===== src/rtl/imem_loader_if.sv =====
// Host-side byte stream/control and instruction RAM write port of the boot loader.
interface imem_loader_if;
    logic        start;
    logic [7:0]  rx_data;
    logic        rx_valid;
    logic        mem_we;
    logic [31:0] mem_addr;
    logic [31:0] mem_wdata;
    logic        cpu_hold;
    logic        busy;
    logic        done;
    logic        error;

    modport master (
        output start, rx_data, rx_valid,
        input  mem_we, mem_addr, mem_wdata, cpu_hold, busy, done, error
    );

    modport slave (
        input  start, rx_data, rx_valid,
        output mem_we, mem_addr, mem_wdata, cpu_hold, busy, done, error
    );
endinterface


===== src/rtl/imem_loader.sv =====
// UART boot loader: 16-bit big-endian word count header, then big-endian 32-bit words
// written to consecutive instruction RAM word addresses while the CPU is held in reset.
module imem_loader #(
    parameter int unsigned ADDR_WIDTH     = 8,
    parameter int unsigned TIMEOUT_CYCLES = 1000000
) (
    input  logic         clk,
    input  logic         reset,
    imem_loader_if.slave bus
);
    localparam int unsigned   TW        = $clog2(TIMEOUT_CYCLES) + 1;
    localparam int unsigned   CAPACITY  = 1 << ADDR_WIDTH;
    localparam logic [TW-1:0] TCNT_LAST = TW'(TIMEOUT_CYCLES - 2);

    typedef enum logic [2:0] {
        S_IDLE, S_LEN_HI, S_LEN_LO, S_DATA, S_WRITE, S_DONE, S_ERROR
    } state_t;

    state_t                state, state_nxt;
    logic [15:0]           len, len_nxt, len_in;
    logic [23:0]           shreg, shreg_nxt;
    logic [1:0]            byte_idx, byte_nxt;
    logic [ADDR_WIDTH:0]   word_idx, word_nxt;
    logic [TW-1:0]         tcnt, tcnt_nxt;
    logic                  timed_out;
    logic [31:0]           addr_nxt, wdata_nxt;
    logic                  mem_we_q, cpu_hold_q, busy_q, done_q, error_q;
    logic [31:0]           mem_addr_q, mem_wdata_q;

    always_comb begin
        state_nxt = state;
        len_nxt   = len;
        len_in    = {len[15:8], bus.rx_data};
        shreg_nxt = shreg;
        byte_nxt  = byte_idx;
        word_nxt  = word_idx;
        tcnt_nxt  = tcnt;
        timed_out = 1'b0;
        addr_nxt  = mem_addr_q;
        wdata_nxt = mem_wdata_q;

        // Timeout fires on the idle cycle that brings the counter to TIMEOUT_CYCLES-1.
        if (state inside {S_LEN_HI, S_LEN_LO, S_DATA}) begin
            if (bus.rx_valid) begin
                tcnt_nxt = '0;
            end else begin
                tcnt_nxt  = tcnt + TW'(1);
                timed_out = (tcnt == TCNT_LAST);
            end
        end

        case (state)
            S_IDLE, S_ERROR: begin
                if (bus.start) begin
                    state_nxt = S_LEN_HI;
                    tcnt_nxt  = '0;
                end
            end
            S_DONE: begin
                state_nxt = bus.start ? S_LEN_HI : S_IDLE;
                tcnt_nxt  = '0;
            end
            S_LEN_HI: begin
                if (bus.rx_valid) begin
                    len_nxt   = {bus.rx_data, len[7:0]};
                    state_nxt = S_LEN_LO;
                end else if (timed_out) begin
                    state_nxt = S_ERROR;
                end
            end
            S_LEN_LO: begin
                if (bus.rx_valid) begin
                    len_nxt = len_in;
                    if (len_in == '0) begin
                        state_nxt = S_DONE;
                    end else if (32'(len_in) > CAPACITY) begin
                        state_nxt = S_ERROR;
                    end else begin
                        state_nxt = S_DATA;
                        word_nxt  = '0;
                        byte_nxt  = '0;
                    end
                end else if (timed_out) begin
                    state_nxt = S_ERROR;
                end
            end
            S_DATA: begin
                if (bus.rx_valid) begin
                    shreg_nxt = {shreg[15:0], bus.rx_data};
                    byte_nxt  = byte_idx + 2'd1;
                    if (byte_idx == 2'd3) begin
                        state_nxt = S_WRITE;
                        wdata_nxt = {shreg, bus.rx_data};
                        addr_nxt  = 32'({word_idx[ADDR_WIDTH-1:0], 2'b00});
                    end
                end else if (timed_out) begin
                    state_nxt = S_ERROR;
                end
            end
            S_WRITE: begin
                if (bus.rx_valid) begin
                    state_nxt = S_ERROR;
                end else begin
                    word_nxt  = word_idx + (ADDR_WIDTH + 1)'(1);
                    byte_nxt  = '0;
                    state_nxt = (32'(word_idx) + 32'd1 == 32'(len)) ? S_DONE : S_DATA;
                end
            end
            default: state_nxt = S_IDLE;
        endcase
    end

    // Status outputs are registered decodes of the next state.
    always_ff @(posedge clk or posedge reset) begin
        if (reset) begin
            state       <= S_IDLE;
            len         <= '0;
            shreg       <= '0;
            byte_idx    <= '0;
            word_idx    <= '0;
            tcnt        <= '0;
            mem_we_q    <= 1'b0;
            mem_addr_q  <= '0;
            mem_wdata_q <= '0;
            cpu_hold_q  <= 1'b0;
            busy_q      <= 1'b0;
            done_q      <= 1'b0;
            error_q     <= 1'b0;
        end else begin
            state       <= state_nxt;
            len         <= len_nxt;
            shreg       <= shreg_nxt;
            byte_idx    <= byte_nxt;
            word_idx    <= word_nxt;
            tcnt        <= tcnt_nxt;
            mem_we_q    <= (state_nxt == S_WRITE);
            mem_addr_q  <= addr_nxt;
            mem_wdata_q <= wdata_nxt;
            cpu_hold_q  <= (state_nxt != S_IDLE);
            busy_q      <= (state_nxt inside {S_LEN_HI, S_LEN_LO, S_DATA, S_WRITE, S_DONE});
            done_q      <= (state_nxt == S_DONE);
            error_q     <= (state_nxt == S_ERROR);
        end
    end

    assign bus.mem_we    = mem_we_q;
    assign bus.mem_addr  = mem_addr_q;
    assign bus.mem_wdata = mem_wdata_q;
    assign bus.cpu_hold  = cpu_hold_q;
    assign bus.busy      = busy_q;
    assign bus.done      = done_q;
    assign bus.error     = error_q;
endmodule


===== src/flat_wrapper.sv =====
// flat-port wrapper written by rule: the top's interface ports become plain ports
module imem_loader_flat 
#(
    parameter int unsigned ADDR_WIDTH     = 8,
    parameter int unsigned TIMEOUT_CYCLES = 1000000
)
  (clk, reset, bus_start, bus_rx_data, bus_rx_valid, bus_mem_we, bus_mem_addr, bus_mem_wdata, bus_cpu_hold, bus_busy, bus_done, bus_error);
  imem_loader_if bus_i ();
  input  logic clk;
  input  logic reset;
  input wire logic [$bits(bus_i.start)-1:0] bus_start;
  input wire logic [$bits(bus_i.rx_data)-1:0] bus_rx_data;
  input wire logic [$bits(bus_i.rx_valid)-1:0] bus_rx_valid;
  output wire logic [$bits(bus_i.mem_we)-1:0] bus_mem_we;
  output wire logic [$bits(bus_i.mem_addr)-1:0] bus_mem_addr;
  output wire logic [$bits(bus_i.mem_wdata)-1:0] bus_mem_wdata;
  output wire logic [$bits(bus_i.cpu_hold)-1:0] bus_cpu_hold;
  output wire logic [$bits(bus_i.busy)-1:0] bus_busy;
  output wire logic [$bits(bus_i.done)-1:0] bus_done;
  output wire logic [$bits(bus_i.error)-1:0] bus_error;
  assign bus_i.start = bus_start;
  assign bus_i.rx_data = bus_rx_data;
  assign bus_i.rx_valid = bus_rx_valid;
  assign bus_mem_we = bus_i.mem_we;
  assign bus_mem_addr = bus_i.mem_addr;
  assign bus_mem_wdata = bus_i.mem_wdata;
  assign bus_cpu_hold = bus_i.cpu_hold;
  assign bus_busy = bus_i.busy;
  assign bus_done = bus_i.done;
  assign bus_error = bus_i.error;
  imem_loader #(.ADDR_WIDTH(ADDR_WIDTH), .TIMEOUT_CYCLES(TIMEOUT_CYCLES)) u_core (.clk(clk), .reset(reset), .bus(bus_i));
endmodule

===== config.mk =====
export PLATFORM = sky130hd
export DESIGN_NAME = imem_loader_flat
export DESIGN_NICKNAME = d
export VERILOG_FILES = /design/src/rtl/imem_loader_if.sv /design/src/rtl/imem_loader.sv /design/src/flat_wrapper.sv
export SDC_FILE = /design/constraint.sdc
export NUM_CORES = 1
export LEC_CHECK = 0
export CAP_MARGIN = 20
export CORE_ASPECT_RATIO = 0.5
export CORE_MARGIN = 2
export CORE_UTILIZATION = 49
export DETAILED_ROUTE_END_ITERATION = 12
export HOLD_SLACK_MARGIN = 0.03
export PLACE_DENSITY = 0.74
export SETUP_SLACK_MARGIN = 0.1
export SLEW_MARGIN = 20
export SYNTH_ARGS = -nofsm -noshare
export SYNTH_HDL_FRONTEND = slang
export SYNTH_SLANG_ARGS = --single-unit

===== constraint.sdc =====
create_clock -name clk -period 3.8 [get_ports clk]
set_clock_uncertainty 0.2 [all_clocks]
set_input_delay 0.57 -clock clk [delete_from_list [all_inputs] [get_ports clk]]
set_output_delay 0.57 -clock clk [all_outputs]
set_load 0.02 [all_outputs]

==> metrics.md <==
| Metric | Value |
|---|---|
| Status | `completed` |
| Slew headroom | `0.5539` |
| CTS Hold Bufs | `0` |
| Placed Cells incl. Taps | `around 720` |
| H-Tree Depth | `4` |
| TritonCTS clock tree | `built` |
| CORE AREA | `11,110 µm²` |
| First-pass DRT Iterations | `4` |
| Overall die width | `155.6 µm` |
| Commonest cells post-synth | `dfrtp_1, nand2_1, mux2_2` |
| Final Core Density | `0.6179` |
| Reg area | `3003 µm²` |
| Via Count | `4,014` |
| Maximum buffer depth of the clock tree | `2` |
| Starting DRT DRC Count | `around 260` |
| Final Max Slew Viols | `0` |
| Least-Margin Pin Slew | `around 0.67 ns` |
| Initial antenna violation count | `0` |
| Hold WS | `0.2727 ns` |
| Hold Crit Class | `flop to flop` |
| Top sig layer | `met4` |
| Antenna diode count | `0` |
| First-pass GRT wire length | `19.67 mm` |
| Via density per instance | `5.373` |
| Synthesized netlist cell count | `between 500 and 600` |
| Synth Register Bits | `120` |
| Setup Viol. Count Final | `0` |
| GRT Total Usage | `0.2030` |
| Dpl cell area | `6251 µm²` |
| Final HPWL DP | `approximately 7.3 mm` |
| Max capacitance violation total | `0` |
| Final WS setup | `1.063 ns` |
| Initial Util | `0.5069` |
| Synthesized cell area | `5634 µm²` |
| IO Count | `between 80 and 90` |
| Number of synthesized flops with an enable pin | `0` |
| Critical path type | `flop to flop` |
| Area leader, netlist | `dfrtp_1` |
| Async set or reset register ratio after synthesis | `1.000` |
| Wl on met1 | `5.575 mm` |
| Detailed Route WL | `between 10 and 15 mm` |
| Final design area excluding fillers | `a little under 7000 µm²` |
| Worst Path Max Fanout | `5` |
| WL/cell | `15.26 µm` |
| YS warnings | `0` |
| Filler cells | `891` |
| CTS buffer count | `17` |
| Netlist cell types | `53` |
| Peak supply drop | `0.3436 mV` |
| Nets@finish | `approximately 600` |
| Clock Latency Late Sink | `between 0.4 and 0.5 ns` |
| Port bufs | `between 50 and 60` |
| DRC | `0` |
| Top-area cell type share of the netlist area | `0.5330` |
| Worst path slowest cell | `or4_4` |
| Synth Area per Inst | `about 11 µm²` |
| Post-Route Setup TNS | `0 ns` |
| Tot Pwr | `5.544 mW` |
| GP Congestion | `0.8523` |
| Area grow syn2layout | `21.90%` |
| CP arrival | `around 2.8 ns` |
| Global route overflow | `0` |
| Final worst-path cycle share | `0.7202` |
| Die footprint | `about 12,000 µm²` |
| Post-synth top flop | `dfrtp_1` |
| Post-synthesis sequential area ratio | `0.5330` |
| Metal3 WL | `442 µm` |
| Req. time, crit path | `3.88 ns` |
| Min Tclk post-route | `about 2.7 ns` |
| Most common cell in the netlist | `dfrtp_1` |
| Remaining antenna violation count | `0` |
| Setup slack at placement | `0.7737 ns` |
| Top cells by area, synth | `dfrtp_1, mux2_2, nand2_1` |
| Clock sink count | `120` |
| Setup crit start kind | `flop` |
| Pwr Density | `approximately 810 nW/µm²` |
| DR WL met2 | `5.223 mm` |
| Unrepaired setup endpoints after global routing | `false` |
| Fin cells | `747` |
| Number of gates resized after cts | `0` |
| Reg clk slew, reported paths | `0.06 ns` |
| CP endpoint kind | `flop` |
| Fin. Hold Viols | `0` |
| Pleak | `just over 3 nW` |
| Layout cell share with drive strength beyond 1 | `0.1628` |
| Crit-path max cell delay | `between 0.5 and 0.6 ns` |
| Largest net degree at the start of global routing | `92` |
| Multi-input gate area | `2404 µm²` |
| Die H | `79.83 µm` |
| Rows | `27` |
| Max Clk Rate | `365.4 MHz` |
| Crit path cell chain | `or4b_1, or4_1, or4_4, a21oi_2, a2bb2oi_2, a31oi_1` |
| Vias in the first global route | `3,909` |
| CTS root buffer | `clkbuf_16` |
| Setup bufs post-CTS | `0` |
-- placed cells by master, fill, tap and decap left out, drive strengths merged, types with 8 or more instances in the layout --
master / synthesis / final
a21oi: 13 / 13
a31oi: 9 / 9
clkbuf: 21 / 23
conb: 1 / 24
inv: 9 / 10
nor2: 34 / 34
nor3: 10 / 10
o21ai: 14 / 14
xor2: 9 / 9
nand3: 14 / 14
xnor2: 21 / 21
mux2: 57 / 57
and3: 8 / 8
nand4: 12 / 12
nand2: 93 / 93
clkdlybuf4s50: 0 / 56
dfrtp: 120 / 120
-- report_power, final --
part | internal [mW] | leakage, nW | switching, mW
clock | 1.09 | 0.291 | 0.574
sequential | 1.72 | 1.57 | 0.404
combinational | 0.862 | 1.22 | 0.894
-- logic make-up (layout without fill, tap and decap cells) --
family,Yosys count,after routing,synth area share
compound gates,57,57,0.06818
xor+xnor,30,30,0.04664
fa+ha+maj,4,4,0.008883
buf+inv,60,104,0.05618
flops,120,120,0.5330
mux,57,57,0.1139
other cells,1,24,0.0006656
simple gates,206,206,0.1726
-- final cells by class --
| cell class | instances | area share |
|---|---|---|
| well taps | 145 | 0.02642 |
| clock inverters | 9 | 0.02022 |
| repair buffers | 63 | 0.09109 |
| clock buffers | 23 | 0.06959 |
| flip-flops and latches | 120 | 0.4372 |
| inverters | 9 | 0.005465 |
| multi-input cells | 378 | 0.3500 |
-- critical path, delay by kind of cell, from the launching register on --
| kind | cells | cell delay (ns) |
|---|---|---|
| AND/OR/NAND/NOR | 3 | 1.47 |
| AO/OA/AOI/OAI | 3 | 0.52 |
| flip-flops | 1 | 0.42 |
-- registers in the layout, indices dropped and copies added (netlist names), 2 cells and up --
signal,count
u_core.state,3
u_core.bus.mem_wdata,32
u_core.bus.mem_addr,8
u_core.shreg,24
u_core.word_idx,9
u_core.tcnt,21
u_core.len,16
u_core.byte_idx,2
-- final timing paths --
kind | startpoint | endpoint | slack, ns | cells after the start
min | u_core.shreg[18] | u_core.shreg[18] | 0.27 | 2
max reg2reg | u_core.tcnt[13] | u_core.bus.busy | 1.06 | 6
min reg2reg | u_core.shreg[18] | u_core.shreg[18] | 0.27 | 2
max in group asynchronous | reset | u_core.shreg[3] | 2.10 | 3
max | u_core.tcnt[13] | u_core.bus.busy | 1.06 | 6
min in group asynchronous | reset | u_core.bus.mem_wdata[0] | 0.41 | 2
-- metal layers --
layer,vias to the layer above,global-route usage
met2,106,0.3265
li1,1915,-
met1,1978,0.2751
met3,15,0.05537
met5,-,0
met4,0,0.05138
Note: power is estimated with default switching activity, not from simulation.
